===== src/rtl/frame_buffer_reader.sv =====
// Frame buffer reader: fetches one frame from the display buffer in fixed-size
// bursts, stores the returned pixels in a FIFO and hands them to the display
// one per pop. Request issue is credit-limited so that stored plus in-flight
// pixels never exceed the FIFO capacity.
module frame_buffer_reader #(
  parameter int          FB_WIDTH   = 320,
  parameter int          FB_HEIGHT  = 240,
  parameter logic [19:0] FB0_BASE   = 20'h00000,
  parameter logic [19:0] FB1_BASE   = 20'h20000,
  parameter int          BURST      = 16,
  parameter int          FIFO_DEPTH = 64
) (
  input  logic        clk,
  input  logic        resetn,
  input  logic        flip,
  input  logic        frame_start,
  output logic        rd_req_valid,
  input  logic        rd_req_ready,
  output logic [19:0] rd_req_addr,
  output logic [4:0]  rd_req_len,
  input  logic        rd_data_valid,
  input  logic [23:0] rd_data,
  input  logic        pix_req,
  output logic [23:0] pix_data,
  output logic        frame_done,
  output logic        underflow,
  output logic        overrun
);

  localparam int TOTAL = FB_WIDTH * FB_HEIGHT;
  localparam int IDX_W = $clog2(TOTAL + 1);
  localparam int AW    = $clog2(FIFO_DEPTH);
  localparam int PW    = AW + 1;
  // Wide enough for occupancy + outstanding + one burst without overflow.
  localparam int SW    = AW + 3;

  localparam logic [IDX_W-1:0] TOTAL_I = IDX_W'(TOTAL);
  localparam logic [IDX_W-1:0] BURST_I = IDX_W'(BURST);
  localparam logic [IDX_W-1:0] ONE_I   = IDX_W'(1);
  localparam logic [PW-1:0]    BURST_P = PW'(BURST);
  localparam logic [PW-1:0]    ONE_P   = PW'(1);
  localparam logic [PW-1:0]    DEPTH_P = PW'(FIFO_DEPTH);
  localparam logic [SW-1:0]    DEPTH_S = SW'(FIFO_DEPTH);
  localparam logic [SW-1:0]    BURST_S = SW'(BURST);

  typedef enum logic [1:0] {
    IDLE  = 2'd0,
    FETCH = 2'd1,
    DRAIN = 2'd2
  } state_e;

  state_e           state_q, state_d;
  logic             sel_q, sel_d;
  logic [IDX_W-1:0] req_idx_q, req_idx_d;
  logic [IDX_W-1:0] rx_idx_q, rx_idx_d;
  logic [PW-1:0]    outst_q, outst_d;
  logic [PW-1:0]    wr_ptr_q, wr_ptr_d;
  logic [PW-1:0]    rd_ptr_q, rd_ptr_d;
  logic [23:0]      pix_q, pix_d;
  logic             done_q, done_d;
  logic             unf_q, unf_d;
  logic             ovr_q, ovr_d;

  logic [23:0]      mem [FIFO_DEPTH];

  logic [PW-1:0]    occ;
  logic             fifo_empty;
  logic             fifo_full;
  logic [SW-1:0]    credit_need;
  logic             req_valid;
  logic             req_fire;
  logic             start_acc;
  logic             resp;
  logic             push;
  logic [19:0]      base;

  // Pointers carry one extra bit so full and empty are distinguishable.
  assign occ         = wr_ptr_q - rd_ptr_q;
  assign fifo_empty  = (occ == '0);
  assign fifo_full   = (occ == DEPTH_P);
  assign credit_need = SW'(occ) + SW'(outst_q) + BURST_S;

  // Valid depends only on registered state, so it cannot drop before the
  // handshake: pops only free space and responses move credit from
  // outstanding into occupancy without changing the sum.
  assign req_valid = (state_q == FETCH) && (req_idx_q < TOTAL_I) &&
                     (credit_need <= DEPTH_S);
  assign req_fire  = req_valid && rd_req_ready;
  assign start_acc = (state_q == IDLE) && frame_start;
  // Responses landing while IDLE belong to an aborted frame and are dropped.
  assign resp      = rd_data_valid && (state_q != IDLE);
  assign push      = resp && !fifo_full;

  assign base         = sel_q ? FB1_BASE : FB0_BASE;
  assign rd_req_valid = req_valid;
  assign rd_req_addr  = base + 20'(req_idx_q);
  assign rd_req_len   = 5'(BURST);
  assign pix_data     = pix_q;
  assign frame_done   = done_q;
  assign underflow    = unf_q;
  assign overrun      = ovr_q;

  // Next-state logic for the frame FSM, counters, FIFO pointers and flags.
  always_comb begin
    state_d   = state_q;
    sel_d     = sel_q;
    req_idx_d = req_idx_q;
    rx_idx_d  = rx_idx_q;
    outst_d   = outst_q;
    wr_ptr_d  = wr_ptr_q;
    rd_ptr_d  = rd_ptr_q;
    pix_d     = pix_q;
    done_d    = 1'b0;
    unf_d     = unf_q;
    ovr_d     = ovr_q;

    // A pop coinciding with an accepted frame start is lost in the flush.
    if (pix_req && !start_acc) begin
      if (!fifo_empty) begin
        pix_d    = mem[rd_ptr_q[AW-1:0]];
        rd_ptr_d = rd_ptr_q + ONE_P;
      end else begin
        pix_d = '0;
        unf_d = 1'b1;
      end
    end

    if (push) begin
      wr_ptr_d = wr_ptr_q + ONE_P;
    end
    if (resp && fifo_full) begin
      ovr_d = 1'b1;
    end

    case (state_q)
      IDLE: begin
        if (frame_start) begin
          sel_d     = ~flip;
          req_idx_d = '0;
          rx_idx_d  = '0;
          outst_d   = '0;
          wr_ptr_d  = '0;
          rd_ptr_d  = '0;
          unf_d     = 1'b0;
          state_d   = FETCH;
        end
      end
      FETCH, DRAIN: begin
        if (frame_start) begin
          ovr_d = 1'b1;
        end
        if (req_fire) begin
          req_idx_d = req_idx_q + BURST_I;
          if (req_idx_q + BURST_I >= TOTAL_I) begin
            state_d = DRAIN;
          end
        end
        outst_d = outst_q + (req_fire ? BURST_P : '0) - (resp ? ONE_P : '0);
        if (resp) begin
          rx_idx_d = rx_idx_q + ONE_I;
          if (rx_idx_q + ONE_I == TOTAL_I) begin
            state_d = IDLE;
            done_d  = 1'b1;
          end
        end
      end
      default: begin
        state_d = IDLE;
      end
    endcase
  end

  // State and flag registers with asynchronous active-low reset.
  always_ff @(posedge clk or negedge resetn) begin
    if (!resetn) begin
      state_q   <= IDLE;
      sel_q     <= 1'b0;
      req_idx_q <= '0;
      rx_idx_q  <= '0;
      outst_q   <= '0;
      wr_ptr_q  <= '0;
      rd_ptr_q  <= '0;
      pix_q     <= '0;
      done_q    <= 1'b0;
      unf_q     <= 1'b0;
      ovr_q     <= 1'b0;
    end else begin
      state_q   <= state_d;
      sel_q     <= sel_d;
      req_idx_q <= req_idx_d;
      rx_idx_q  <= rx_idx_d;
      outst_q   <= outst_d;
      wr_ptr_q  <= wr_ptr_d;
      rd_ptr_q  <= rd_ptr_d;
      pix_q     <= pix_d;
      done_q    <= done_d;
      unf_q     <= unf_d;
      ovr_q     <= ovr_d;
    end
  end

  // FIFO storage; contents need no reset since the pointers define validity.
  always_ff @(posedge clk) begin
    if (push) begin
      mem[wr_ptr_q[AW-1:0]] <= rd_data;
    end
  end

endmodule


===== config.mk =====
export PLATFORM = sky130hd
export DESIGN_NAME = frame_buffer_reader
export DESIGN_NICKNAME = d
export VERILOG_FILES = /design/src/rtl/frame_buffer_reader.sv
export SDC_FILE = /design/constraint.sdc
export NUM_CORES = 2
export LEC_CHECK = 0
export CORE_MARGIN = 2
export CORE_UTILIZATION = 30
export DETAILED_ROUTE_END_ITERATION = 8
export PLACE_DENSITY = 0.45
export SETUP_SLACK_MARGIN = 0.3
export SYNTH_ARGS = -nofsm -noshare
export SYNTH_HDL_FRONTEND = slang
export SYNTH_SLANG_ARGS = --single-unit

===== constraint.sdc =====
create_clock -name clk -period 8.15 [get_ports clk]
set_clock_uncertainty 0.15 [all_clocks]
set_input_delay 1.63 -clock clk [delete_from_list [all_inputs] [get_ports clk]]
set_output_delay 1.63 -clock clk [all_outputs]
set_load 0.02 [all_outputs]

==> run_summary.xml <==
<?xml version="1.0" encoding="UTF-8"?>
<metrics>
  <group name="die">
    <metric name="die_y" unit="um">463</metric>
    <metric name="io_pins" unit="">84</metric>
    <metric name="die_w" unit="um">463</metric>
    <metric name="rows" unit="">168</metric>
    <metric name="core_area" unit="sq mm">0.210</metric>
    <metric name="design.die.area" unit="sq mm">0.215</metric>
    <metric name="initial_core_util" unit="%">30.2</metric>
  </group>
  <group name="clocking">
    <metric name="maximum_count_of_clock_buffers_along_a_single_path" unit="">3</metric>
    <metric name="total_clock_sinks" unit="">1617</metric>
    <metric name="cts_root_buf" unit="">sky130_fd_sc_hd__clkbuf_16</metric>
    <metric name="tritoncts" unit="">yes</metric>
    <metric name="clock_latency" unit="ns">0.82</metric>
    <metric name="cts_repair_resize_count" unit="">0</metric>
    <metric name="cts_setup_buffers" unit="">0</metric>
    <metric name="cts-buffers-inserted" unit="">176</metric>
    <metric name="cts-hold-fix-buffers" unit="">0</metric>
    <metric name="clkTransAtPathRegs" unit="ns">0.06</metric>
    <metric name="cts_htree_levels" unit="">4</metric>
  </group>
  <group name="run">
    <metric name="maxCapViolCount" unit="">0</metric>
  </group>
  <group name="cells_and_area">
    <metric name="most-common-layout-cells" unit="">sky130_fd_sc_hd__edfxtp_1, sky130_fd_sc_hd__mux4_2, sky130_fd_sc_hd__a22oi_1, sky130_fd_sc_hd__clkbuf_16, sky130_fd_sc_hd__a21oi_1</metric>
    <metric name="stdcell_count" unit="">6213</metric>
    <metric name="finalNetCount" unit="">3329</metric>
    <metric name="utilization" unit="%">35.0</metric>
    <metric name="drive_gt1_share" unit="%">24.8</metric>
    <metric name="leading_cell_type_in_the_layout_fill_and_taps_excluded" unit="">sky130_fd_sc_hd__edfxtp_1</metric>
    <metric name="syn_to_final_growth" unit="%">15.9</metric>
  </group>
  <group name="logic_synthesis">
    <metric name="synth.area.top_cells" unit="">sky130_fd_sc_hd__edfxtp_1, sky130_fd_sc_hd__mux4_2, sky130_fd_sc_hd__dfrtp_1, sky130_fd_sc_hd__a22oi_1, sky130_fd_sc_hd__a21oi_1</metric>
    <metric name="area_share_of_the_largest_cell_type_after_synthesis" unit="%">72.9</metric>
    <metric name="synth_sequential_area_ratio" unit="%">76.1</metric>
    <metric name="synth-edff-count" unit="">1536</metric>
    <metric name="ys_async_sr_fraction" unit="%">5.01</metric>
    <metric name="most_instantiated_flip_flop_cell_in_the_synthesis_netlist" unit="">sky130_fd_sc_hd__edfxtp_1</metric>
    <metric name="ys_seq_elements" unit="">1617</metric>
    <metric name="synth.yosys.warnings" unit="">0</metric>
    <metric name="synth_cell_types" unit="">73</metric>
    <metric name="postSynthCellCount" unit="">3085</metric>
    <metric name="syn_area" unit="sq mm">0.0633</metric>
    <metric name="netlist.top_cell.by_area" unit="">sky130_fd_sc_hd__edfxtp_1</metric>
    <metric name="synthesis.area_per_instance" unit="sq um">20.5</metric>
  </group>
  <group name="drt">
    <metric name="drtPass1Iterations" unit="">5</metric>
    <metric name="route.detailed.drc" unit="">0</metric>
    <metric name="post_drt_via_cell_ratio" unit="">5.03</metric>
    <metric name="wl" unit="um">171000</metric>
    <metric name="route.vias.total" unit="">31200</metric>
    <metric name="drt-initial-drc-count" unit="">3084</metric>
    <metric name="detail-route-antenna-nets" unit="">0</metric>
    <metric name="wl_per_cell" unit="um">27.6</metric>
  </group>
  <group name="place">
    <metric name="gp_congestion" unit="">0.757</metric>
    <metric name="place_hpwl" unit="um">91900</metric>
    <metric name="placement.io_buffers" unit="">72</metric>
    <metric name="dpl_worst_slack" unit="ns">1.65</metric>
    <metric name="placed_cell_count" unit="">5888</metric>
  </group>
  <group name="sta">
    <metric name="fmax" unit="MHz">135</metric>
    <metric name="tns" unit="ns">0</metric>
    <metric name="setup-violations-final" unit="">0</metric>
    <metric name="post-route-min-period" unit="ns">7.38</metric>
    <metric name="worst_slack_setup_final" unit="ns">0.765</metric>
    <metric name="setup_repair_after_global_routing_missed_its_margin" unit="">false</metric>
    <metric name="tightest_slew" unit="ns">1.31</metric>
    <metric name="max-slew-margin-rel" unit="%">11.9</metric>
    <metric name="period_share" unit="%">90.6</metric>
    <metric name="finalMaxSlewViolations" unit="">0</metric>
    <metric name="report.final.hold_viol_count" unit="">0</metric>
  </group>
  <group name="worst_setup_path">
    <metric name="setup.worst_path.start_class" unit="">flop</metric>
    <metric name="worst_ep_required_time" unit="ns">6.37</metric>
    <metric name="endpoint_kind" unit="">primary output</metric>
    <metric name="path_class" unit="">reg -&gt; out</metric>
    <metric name="arrival" unit="ns">5.60</metric>
    <metric name="crit_fanout" unit="">25</metric>
  </group>
  <group name="global_routing">
    <metric name="global_route.usage.total" unit="%">15.9</metric>
    <metric name="grt_pass1_vias" unit="">32300</metric>
    <metric name="pin_count_of_the_biggest_net_entering_global_routing" unit="">121</metric>
    <metric name="number_of_antenna_violations_at_the_first_check_in_global_routing" unit="">5</metric>
    <metric name="grt_pass1_wl" unit="um">245000</metric>
    <metric name="global_route.overflow_total" unit="">0</metric>
  </group>
  <group name="power_and_ir_drop">
    <metric name="ir_drop" unit="mV">0.296</metric>
    <metric name="netSwitchingFraction" unit="%">32.5</metric>
    <metric name="comb_power_share" unit="%">29.9</metric>
    <metric name="power.total" unit="mW">25.1</metric>
    <metric name="leakagePower" unit="nW">22.8</metric>
    <metric name="power_frac_clock" unit="%">30.9</metric>
    <metric name="p_seq_share" unit="%">39.2</metric>
    <metric name="power_report.internal_total" unit="mW">16.9</metric>
    <metric name="powerDensity" unit="mW/mm^2">342</metric>
    <metric name="total_switching_power" unit="mW">8.14</metric>
  </group>
  <group name="outcome">
    <metric name="outcome" unit="">finished, final reports clean</metric>
  </group>
  <group name="min_path">
    <metric name="hold_path_class" unit="">reg -&gt; reg</metric>
  </group>
</metrics>
==> metrics by stage <==
step                      area, sq um  hold slack [ns]
after floorplan                 63300            0.301
after global placement          67700            0.321
after detailed placement        67700            0.342
after CTS                       73300            0.354
after global routing            73300            0.367
final                           73300            0.340
==> synth_stat cells (10+ instances only) <==
master and number:
sky130_fd_sc_hd__clkbuf_1 112, sky130_fd_sc_hd__nand2_1 50, sky130_fd_sc_hd__o32ai_1 24, sky130_fd_sc_hd__edfxtp_1 1536, sky130_fd_sc_hd__a22oi_1 192, sky130_fd_sc_hd__a21oi_1 118, sky130_fd_sc_hd__nor4_1 10, sky130_fd_sc_hd__inv_1 60
sky130_fd_sc_hd__buf_1 18, sky130_fd_sc_hd__mux4_2 384, sky130_fd_sc_hd__nand4_1 15, sky130_fd_sc_hd__nor3_1 59, sky130_fd_sc_hd__buf_2 53, sky130_fd_sc_hd__ha_1 34, sky130_fd_sc_hd__nand3_1 29, sky130_fd_sc_hd__nor2_1 90
sky130_fd_sc_hd__xor2_1 10, sky130_fd_sc_hd__buf_4 13, sky130_fd_sc_hd__mux2i_1 12, sky130_fd_sc_hd__dfrtp_1 81, sky130_fd_sc_hd__o21ai_0 38
==> worst paths after layout <==
kind	start	endpoint	slack (ns)	cells after the start
worst min register to register	sel_q$_DFFE_PN0P_	sel_q$_DFFE_PN0P_	0.34	2
max in group asynchronous	resetn	rd_ptr_q[1]$_DFF_PN0_	5.98	2
worst min-delay path	sel_q$_DFFE_PN0P_	sel_q$_DFFE_PN0P_	0.34	2
min in group asynchronous	resetn	req_idx_q[4]$_DFFE_PN0P_	0.68	1
worst max-delay path	rd_ptr_q[4]$_DFF_PN0_	rd_req_valid	0.77	14
worst max register to register	rd_ptr_q[4]$_DFF_PN0_	outst_q[6]$_DFFE_PN0P_	1.54	22
==> routing by layer <==
layer | up-vias | part of all wire, % | track usage [%]
li1 | 13300 | - | -
met1 | 16900 | 45 | 22.3
met2 | 842 | 47 | 24.8
met3 | 227 | 5.2 | 2.97
met4 | 0 | 2.9 | 5.05
met5 | - | 0 | 0
==> power groups by stage <==
stage          clock, mW  combinational [mW]  sequential, mW
2_1_floorplan          0                4.93            9.83
3_5_place_dp           0                7.61            10.0
4_1_cts             7.96                7.63            9.83
3_3_place_gp           0                7.60            9.99
6_report            7.75                7.50            9.81
5_1_grt             8.28                8.07            9.85
==> flip-flops by register name, indices dropped and copies added (netlist names) <==
| name | cells |
|---|---|
| state_q | 2 |
| pix_data | 24 |
| mem | 1536 |
| underflow | 1 |
| rd_ptr_q | 7 |
| wr_ptr_q | 7 |
| frame_done | 1 |
| rx_idx_q | 17 |
| overrun | 1 |
| req_idx_q | 13 |
| outst_q | 7 |
| sel_q | 1 |
==> worst max-delay path, stage by stage (launching register included) <==
cell and delay (ns):
sky130_fd_sc_hd__dfrtp_1 0.35, sky130_fd_sc_hd__clkinv_1 0.78, sky130_fd_sc_hd__ha_1 0.64, sky130_fd_sc_hd__and3_1 0.20
sky130_fd_sc_hd__a211oi_1 0.22, sky130_fd_sc_hd__and3_1 0.34, sky130_fd_sc_hd__inv_2 0.11, sky130_fd_sc_hd__ha_1 0.29
sky130_fd_sc_hd__ha_1 0.36, sky130_fd_sc_hd__nor3_1 0.06, sky130_fd_sc_hd__a21oi_1 0.11, sky130_fd_sc_hd__o211ai_1 0.11
sky130_fd_sc_hd__a41oi_1 0.46, sky130_fd_sc_hd__nor2_1 0.19, sky130_fd_sc_hd__clkdlybuf4s50_1 0.58
==> layout make-up <==
type | count | area, sq um
fill | 19500 | 136000
sequential | 1617 | 48200
multi-input combinational | 1219 | 14300
clock buffer | 231 | 4740
tap | 2805 | 3510
timing repair buffer | 185 | 1480
clock inverter | 91 | 825
inverter | 62 | 233
antenna | 3 | 7.51
==> cell families after synthesis <==
kind of cell               Yosys count  share of synthesized area, %
buffers and inverters              258                          1.71
muxes                              397                          13.9
AOI/OAI and AO/OA                  434                          4.68
DFF                               1617                          76.1
adders and majority gates           37                         0.767
other                                2                        0.0119
and+or+nand+nor                    321                          2.56
xor gates and xnor gates            19                         0.263
Power figures use the tool's default switching activity.
